### config.mk
export PLATFORM = sky130hd
export DESIGN_NAME = game_score_ctrl_flat
export DESIGN_NICKNAME = d
export VERILOG_FILES = /design/src/rtl/game_score_ctrl_pkg.sv /design/src/rtl/game_score_ctrl_if.sv /design/src/rtl/game_score_ctrl_rise_detect.sv /design/src/rtl/game_score_ctrl.sv /design/src/flat_wrapper.sv
export SDC_FILE = /design/constraint.sdc
export NUM_CORES = 1
export LEC_CHECK = 0
export ABC_AREA = 1
export CORE_MARGIN = 5
export CORE_UTILIZATION = 49
export DETAILED_ROUTE_END_ITERATION = 7
export GPL_TIMING_DRIVEN = 0
export HOLD_SLACK_MARGIN = 0.08
export PLACE_DENSITY = 0.84
export SLEW_MARGIN = 25
export SYNTH_ARGS = -nofsm -noshare
export SYNTH_HDL_FRONTEND = slang
export SYNTH_SLANG_ARGS = --single-unit
### constraint.sdc
create_clock -name clk_d -period 1.55 [get_ports clk_d]
set_input_delay 0.31 -clock clk_d [delete_from_list [all_inputs] [get_ports clk_d]]
set_output_delay 0.31 -clock clk_d [all_outputs]
set_load 0.03 [all_outputs]
### src/rtl/game_score_ctrl_pkg.sv
// Shared game definitions: state encodings and default round timing.
// Renderers compare against the ST_* values rather than literal encodings.
package game_pkg;

    typedef enum logic [1:0] {
        ST_IDLE = 2'b00,
        ST_PLAY = 2'b01,
        ST_OVER = 2'b10
    } game_state_e;

    localparam int FRAMES_PER_SEC = 60;
    localparam int GAME_SECONDS   = 30;

    // Counter width for values 0..n-1, never narrower than one bit.
    function automatic int cnt_width(input int n);
        return (n <= 2) ? 1 : $clog2(n);
    endfunction

endpackage

### src/rtl/game_score_ctrl_if.sv
// Game-flow bus: player/collision events in, state and HUD counters out.
interface game_score_ctrl_if;
    import game_pkg::*;

    logic       start_btn;
    logic       shot;
    logic       hit;
    logic       frame_tick;
    logic [1:0] state;
    logic [3:0] score;
    logic [6:0] time_left;
    logic [3:0] shots_left;
    logic       over_pulse;

    modport master (
        output start_btn, shot, hit, frame_tick,
        input  state, score, time_left, shots_left, over_pulse
    );

    modport slave (
        input  start_btn, shot, hit, frame_tick,
        output state, score, time_left, shots_left, over_pulse
    );

endinterface

### src/rtl/game_score_ctrl_rise_detect.sv
// One-bit rising-edge detector; a held level yields a single event.
module rise_detect (
    input  logic clk_d,
    input  logic rst,
    input  logic din,
    output logic rise
);

    logic din_q;

    always_ff @(posedge clk_d) begin
        if (rst) din_q <= 1'b0;
        else     din_q <= din;
    end

    assign rise = din & ~din_q;

endmodule

### src/rtl/game_score_ctrl.sv
// Game-flow controller: idle -> play -> over sequencing with a saturating
// score digit, per-second countdown, shot budget and post-shot grace window.
module game_score_ctrl
    import game_pkg::game_state_e, game_pkg::ST_IDLE, game_pkg::ST_PLAY,
           game_pkg::ST_OVER, game_pkg::cnt_width;
#(
    parameter int FRAMES_PER_SEC = game_pkg::FRAMES_PER_SEC,
    parameter int GAME_SECONDS   = game_pkg::GAME_SECONDS,
    parameter int SHOTS          = 15,
    parameter int MAX_SCORE      = 9,
    parameter int GRACE_FRAMES   = 30
) (
    input logic              clk_d,
    input logic              rst,
    game_score_ctrl_if.slave bus
);

    localparam int FRAME_W = cnt_width(FRAMES_PER_SEC);
    localparam int GRACE_W = cnt_width(GRACE_FRAMES + 1);

    localparam logic [FRAME_W-1:0] FRAME_LAST = FRAME_W'(FRAMES_PER_SEC - 1);
    localparam logic [GRACE_W-1:0] GRACE_END  = GRACE_W'(GRACE_FRAMES);
    localparam logic [6:0]         TIME_INIT  = 7'(GAME_SECONDS);
    localparam logic [3:0]         SHOTS_INIT = 4'(SHOTS);
    localparam logic [3:0]         SCORE_MAX  = 4'(MAX_SCORE);

    game_state_e        state_q, state_n;
    logic [3:0]         score_q, score_n;
    logic [6:0]         time_q, time_n;
    logic [3:0]         shots_q, shots_n;
    logic [FRAME_W-1:0] frame_q, frame_n;
    logic [GRACE_W-1:0] grace_q, grace_n;
    logic               over_q, over_n;
    logic               start_rise;

    rise_detect u_start_rise (
        .clk_d (clk_d),
        .rst   (rst),
        .din   (bus.start_btn),
        .rise  (start_rise)
    );

    always_ff @(posedge clk_d) begin
        if (rst) begin
            state_q <= ST_IDLE;
            score_q <= '0;
            time_q  <= TIME_INIT;
            shots_q <= SHOTS_INIT;
            frame_q <= '0;
            grace_q <= '0;
            over_q  <= 1'b0;
        end else begin
            state_q <= state_n;
            score_q <= score_n;
            time_q  <= time_n;
            shots_q <= shots_n;
            frame_q <= frame_n;
            grace_q <= grace_n;
            over_q  <= over_n;
        end
    end

    always_comb begin
        state_n = state_q;
        score_n = score_q;
        time_n  = time_q;
        shots_n = shots_q;
        frame_n = frame_q;
        grace_n = grace_q;
        over_n  = 1'b0;
        case (state_q)
            ST_IDLE: begin
                if (start_rise) begin
                    state_n = ST_PLAY;
                    score_n = '0;
                    time_n  = TIME_INIT;
                    shots_n = SHOTS_INIT;
                    frame_n = '0;
                    grace_n = '0;
                end
            end
            ST_PLAY: begin
                if (bus.hit && (score_q < SCORE_MAX))
                    score_n = score_q + 4'd1;
                if (bus.shot && (shots_q != 4'd0))
                    shots_n = shots_q - 4'd1;
                if (bus.frame_tick) begin
                    if (frame_q == FRAME_LAST) begin
                        frame_n = '0;
                        if (time_q != 7'd0)
                            time_n = time_q - 7'd1;
                    end else begin
                        frame_n = frame_q + FRAME_W'(1);
                    end
                    // Grace only runs once the budget was already spent before this cycle.
                    if ((shots_q == 4'd0) && (grace_q != GRACE_END))
                        grace_n = grace_q + GRACE_W'(1);
                end
                if ((score_n == SCORE_MAX) || (time_n == 7'd0) || (grace_n == GRACE_END)) begin
                    state_n = ST_OVER;
                    over_n  = 1'b1;
                end
            end
            ST_OVER: begin
                if (start_rise)
                    state_n = ST_IDLE;
            end
            default: begin
                state_n = ST_IDLE;
            end
        endcase
    end

    assign bus.state      = state_q;
    assign bus.score      = score_q;
    assign bus.time_left  = time_q;
    assign bus.shots_left = shots_q;
    assign bus.over_pulse = over_q;

endmodule

### src/flat_wrapper.sv
// flat-port wrapper written by rule: the top's interface ports become plain ports
module game_score_ctrl_flat import game_pkg::game_state_e, game_pkg::ST_IDLE, game_pkg::ST_PLAY,
           game_pkg::ST_OVER, game_pkg::cnt_width;
#(
    parameter int FRAMES_PER_SEC = game_pkg::FRAMES_PER_SEC,
    parameter int GAME_SECONDS   = game_pkg::GAME_SECONDS,
    parameter int SHOTS          = 15,
    parameter int MAX_SCORE      = 9,
    parameter int GRACE_FRAMES   = 30
)
  (clk_d, rst, bus_start_btn, bus_shot, bus_hit, bus_frame_tick, bus_state, bus_score, bus_time_left, bus_shots_left, bus_over_pulse);
  game_score_ctrl_if bus_i ();
  input logic clk_d;
  input logic rst;
  input wire logic [$bits(bus_i.start_btn)-1:0] bus_start_btn;
  input wire logic [$bits(bus_i.shot)-1:0] bus_shot;
  input wire logic [$bits(bus_i.hit)-1:0] bus_hit;
  input wire logic [$bits(bus_i.frame_tick)-1:0] bus_frame_tick;
  output wire logic [$bits(bus_i.state)-1:0] bus_state;
  output wire logic [$bits(bus_i.score)-1:0] bus_score;
  output wire logic [$bits(bus_i.time_left)-1:0] bus_time_left;
  output wire logic [$bits(bus_i.shots_left)-1:0] bus_shots_left;
  output wire logic [$bits(bus_i.over_pulse)-1:0] bus_over_pulse;
  assign bus_i.start_btn = bus_start_btn;
  assign bus_i.shot = bus_shot;
  assign bus_i.hit = bus_hit;
  assign bus_i.frame_tick = bus_frame_tick;
  assign bus_state = bus_i.state;
  assign bus_score = bus_i.score;
  assign bus_time_left = bus_i.time_left;
  assign bus_shots_left = bus_i.shots_left;
  assign bus_over_pulse = bus_i.over_pulse;
  game_score_ctrl #(.FRAMES_PER_SEC(FRAMES_PER_SEC), .GAME_SECONDS(GAME_SECONDS), .SHOTS(SHOTS), .MAX_SCORE(MAX_SCORE), .GRACE_FRAMES(GRACE_FRAMES)) u_core (.clk_d(clk_d), .rst(rst), .bus(bus_i));
endmodule
==> results by group <==
Status
  – Status: finished, violations left
  – Violated checks: setup timing

Route
  – Antenna violation net count after detailed routing: 0
  – DR iter-0 viols: 142
  – Vias: 1796
  – Vias per std cell: 4.98
  – # DRC: 0
  – Drt first pass iters: 4
  – Wirelength per Cell: 11.8 microns
  – Final Routed Wirelength: 4270 microns

Worst setup path
  – Critical path buffer and inverter count: 3
  – CP Cell Sequence: inv_2 > buf_4 > nor3_1 > nand3_2 > nand2_1 > inv_2 > nand2_1 > nor2_1 > nor2_1 > nand2_2 > nand2_2 > nand2_1
  – CP max FO: 3
  – Setup crit end kind: flop
  – CP delay by family, top: simple AND/OR/NAND/NOR gates
  – Worst r2r dst: u_core.bus.state[1]$_SDFFE_PP0P_
  – Crit path launch: u_core.grace_q[0]$_SDFFE_PP0P_
  – Worst reg2reg path depth: 12
  – Reg2Reg Setup Slack: -0.06 ns
  – Critical path's most frequent cell: nand2_1
  – Data arrival, critical path: 1.84 ns
  – CP max-delay cell: dfxtp_2
  – Startpoint Class: flop
  – Slowest Stage Delay on Critical Path: 0.35 ns
  – Critical path class: flop to flop
  – Critical path required time: 1.78 ns
  – R2R Path Start: u_core.grace_q[0]$_SDFFE_PP0P_

Hold path
  – Hold path start: u_core.frame_q[2]$_SDFFE_PP0P_
  – Worst Hold End: u_core.frame_q[2]$_SDFFE_PP0P_
  – Min-Delay Path Class: flop to flop
  – Hold depth: 2

Layout
  – Most frequent cells in the layout: nand2_1, inv_1, nor2_1, dfxtp_1, nand3_1
  – Share of layout cells above drive strength 1: 26.0%
  – Layout area overhead: 33.8%
  – Final #Nets: 328
  – Fin util: 69.0%
  – Most common cell after layout, fill and taps aside: nand2_1
  – Antenna fix cells: 0

STA
  – Final Skew: 0.0140 ns
  – Setup violators final: 3
  – Fin crit period: 1.61 ns
  – Final worst-path setup slack: -0.0576 ns
  – Slew Viols, Final: 0
  – Final hold vios: 0
  – Setup_tns: -0.112 ns
  – Peak Freq: 0.622 GHz
  – Tcrit/Tclk final: 104%
  – RSZ-0062 raised after global routing: true
  – Rel. slew slack: 66.5%
  – Worst-margin pin slew: 0.503 ns

Yosys
  – Ys Warns: 0
  – Async set-or-reset flop fraction in the synthesized netlist: 0%
  – Top FF cell, synth: dfxtp_1
  – Syn Inst Count: 270
  – Yosys reg bits: 30
  – Post-synth EDFFs: 0
  – Synth unique cells: 28
  – Synth Area per Inst: 6.52 sq um
  – Syn_nets: 284
  – Seq/Total Area, Yosys: 34.1%
  – Post-synthesis cell area: 1760 sq um

Clocking
  – CTS Sinks: 30
  – CTS Hold Buffers Added: 0
  – CTS tree: yes
  – Htree depth: 2
  – Worst-path clk slew: 0.10 ns
  – Clock latency on the worst-skew pair: 0.33 ns
  – Total clock buffers created by CTS: 5
  – Clock Tree Root: clkbuf_4
  – Clk buf depth: 2

Global routing
  – First-pass GRT wire length: 6840 microns
  – GR Util met3: 4.02%
  – Met1 Usage GRT: 20.4%
  – Initial antenna violation count: 0
  – GR Overflow Total: 0
  – GR peak layer: met2
  – Global Route Usage Sum: 16.9%
  – Largest net degree at the start of global routing: 11
  – Routing usage on met2: 29.4%
  – Vias in the first global route: 1644

Place
  – Placer congestion estimate: 0.902
  – Port bufs: 23
  – Dpl hpwl: 2820 microns

Floorplanning
  – Starting Density: 51.6%
  – Die area: 4890 sq um
  – Chip width: 70.0 microns
  – Core ar.: 3420 sq um
  – Row cnt: 21
  – Ports: 24
  – Die H: 70.0 microns

Run
  – Maxcap violations: 0

Power
  – Cell area power density: 620 nW/um^2
  – Leakage: 1.01 nW
  – Max rail drop VDD: 0.578 mV
==> layer usage <==
metal	share of wire, %	routed length, microns
met3	4.3	185
met1	46	1980
met5	0	0
met2	48	2060
met4	1.2	52
==> tightest hold or removal path: stages, from the launching register on <==
cell,delay [ns]
dfxtp_1,0.35
inv_2,0.06
a21oi_1,0.05
==> state kept, by name, summed over array words and instances (netlist names) <==
name / cells
u_core.bus.shots_left: 4
u_core.bus.over_pulse: 1
u_core.grace_q: 5
u_core.u_start_rise.din_q: 1
u_core.bus.score: 4
u_core.bus.time_left: 7
u_core.bus.state: 2
u_core.frame_q: 6
==> what timing repair did <==
item / CTS / global route
setup endpoints to repair: 31 / 12
buffers inserted: 8 / 8
pin swaps: 4 / 24
gates resized for setup: 38 / 37
==> worst max-delay path by stage <==
| stage | end | slack [ns] | cells past startpoint |
|---|---|---|---|
| floorplan | u_core.bus.state[1]$_SDFFE_PP0P_ | 0.0001 | 13 |
| global placement | u_core.bus.state[1]$_SDFFE_PP0P_ | -0.49 | 12 |
| detailed placement | u_core.bus.state[1]$_SDFFE_PP0P_ | -0.51 | 12 |
| CTS | u_core.bus.state[1]$_SDFFE_PP0P_ | -0.07 | 15 |
| global route | u_core.bus.state[1]$_SDFFE_PP0P_ | -0.20 | 14 |
| finish | u_core.bus.state[1]$_SDFFE_PP0P_ | -0.06 | 12 |
==> layout make-up <==
cell class | instances | area, sq um
Buffer | 2 | 11.3
Clock inverter | 2 | 10.0
Timing Repair Buffer | 37 | 313
Clock buffer | 6 | 41.3
Multi-Input combinational cell | 197 | 1140
Inverter | 41 | 161
Sequential cell | 30 | 627
Tap cell | 46 | 57.6
Fill cell | 266 | 1060
==> stage by stage <==
| step | hold slack [ns] | worst slack [ns] | cell area (sq um) | std cells | total power [mW] |
|---|---|---|---|---|---|
| finish | 0.498 | -0.0576 | 2360 | 361 | 1.46 |
| detailed placement | 0.471 | -0.506 | 2070 | 339 | 1.00 |
| CTS | 0.491 | -0.0685 | 2210 | 355 | 1.45 |
| floorplan | 0.379 | 0.000131 | 1780 | 270 | 0.933 |
| global route | 0.512 | -0.204 | 2360 | 361 | 1.53 |
| global placement | 0.467 | -0.488 | 2070 | 339 | 0.999 |
==> cell usage after synthesis, types with 2 or more instances <==
cell type / n / area (sq um)
a21oi_1: 13 / 65.1
dfxtp_1: 30 / 601
ha_1: 8 / 100
inv_1: 32 / 120
inv_2: 8 / 30.0
nand2_1: 89 / 334
nand3_1: 16 / 80.1
nand3_2: 4 / 40.0
nand4_1: 2 / 12.5
nor2_1: 23 / 86.3
nor2_2: 3 / 18.8
nor2_4: 3 / 33.8
nor3_1: 2 / 10.0
o21ai_0: 10 / 50.1
o21ai_1: 5 / 25.0
o21bai_1: 2 / 15.0
o22ai_1: 5 / 31.3
xnor2_1: 3 / 26.3
xor2_1: 3 / 26.3
==> cells by family (layout without fill, tap and decap cells) <==
logic type                 Yosys count  count (layout)  share of synthesized area, %
and+or+nand+nor                    145             145                          36.1
buffers and inverters               43              88                          9.23
AOI/OAI and AO/OA                   38              38                          11.9
DFF                                 30              30                          34.1
adders and majority gates            8               8                          5.68
xor gates and xnor gates             6               6                          2.98
==> power by group <==
part | internal [mW] | switching (mW)
Clock | 0.173 | 0.270
Sequential | 0.779 | 0.0154
Combinational | 0.0793 | 0.147
Total | 1.03 | 0.432
Note: power is estimated with default switching activity, not from simulation.
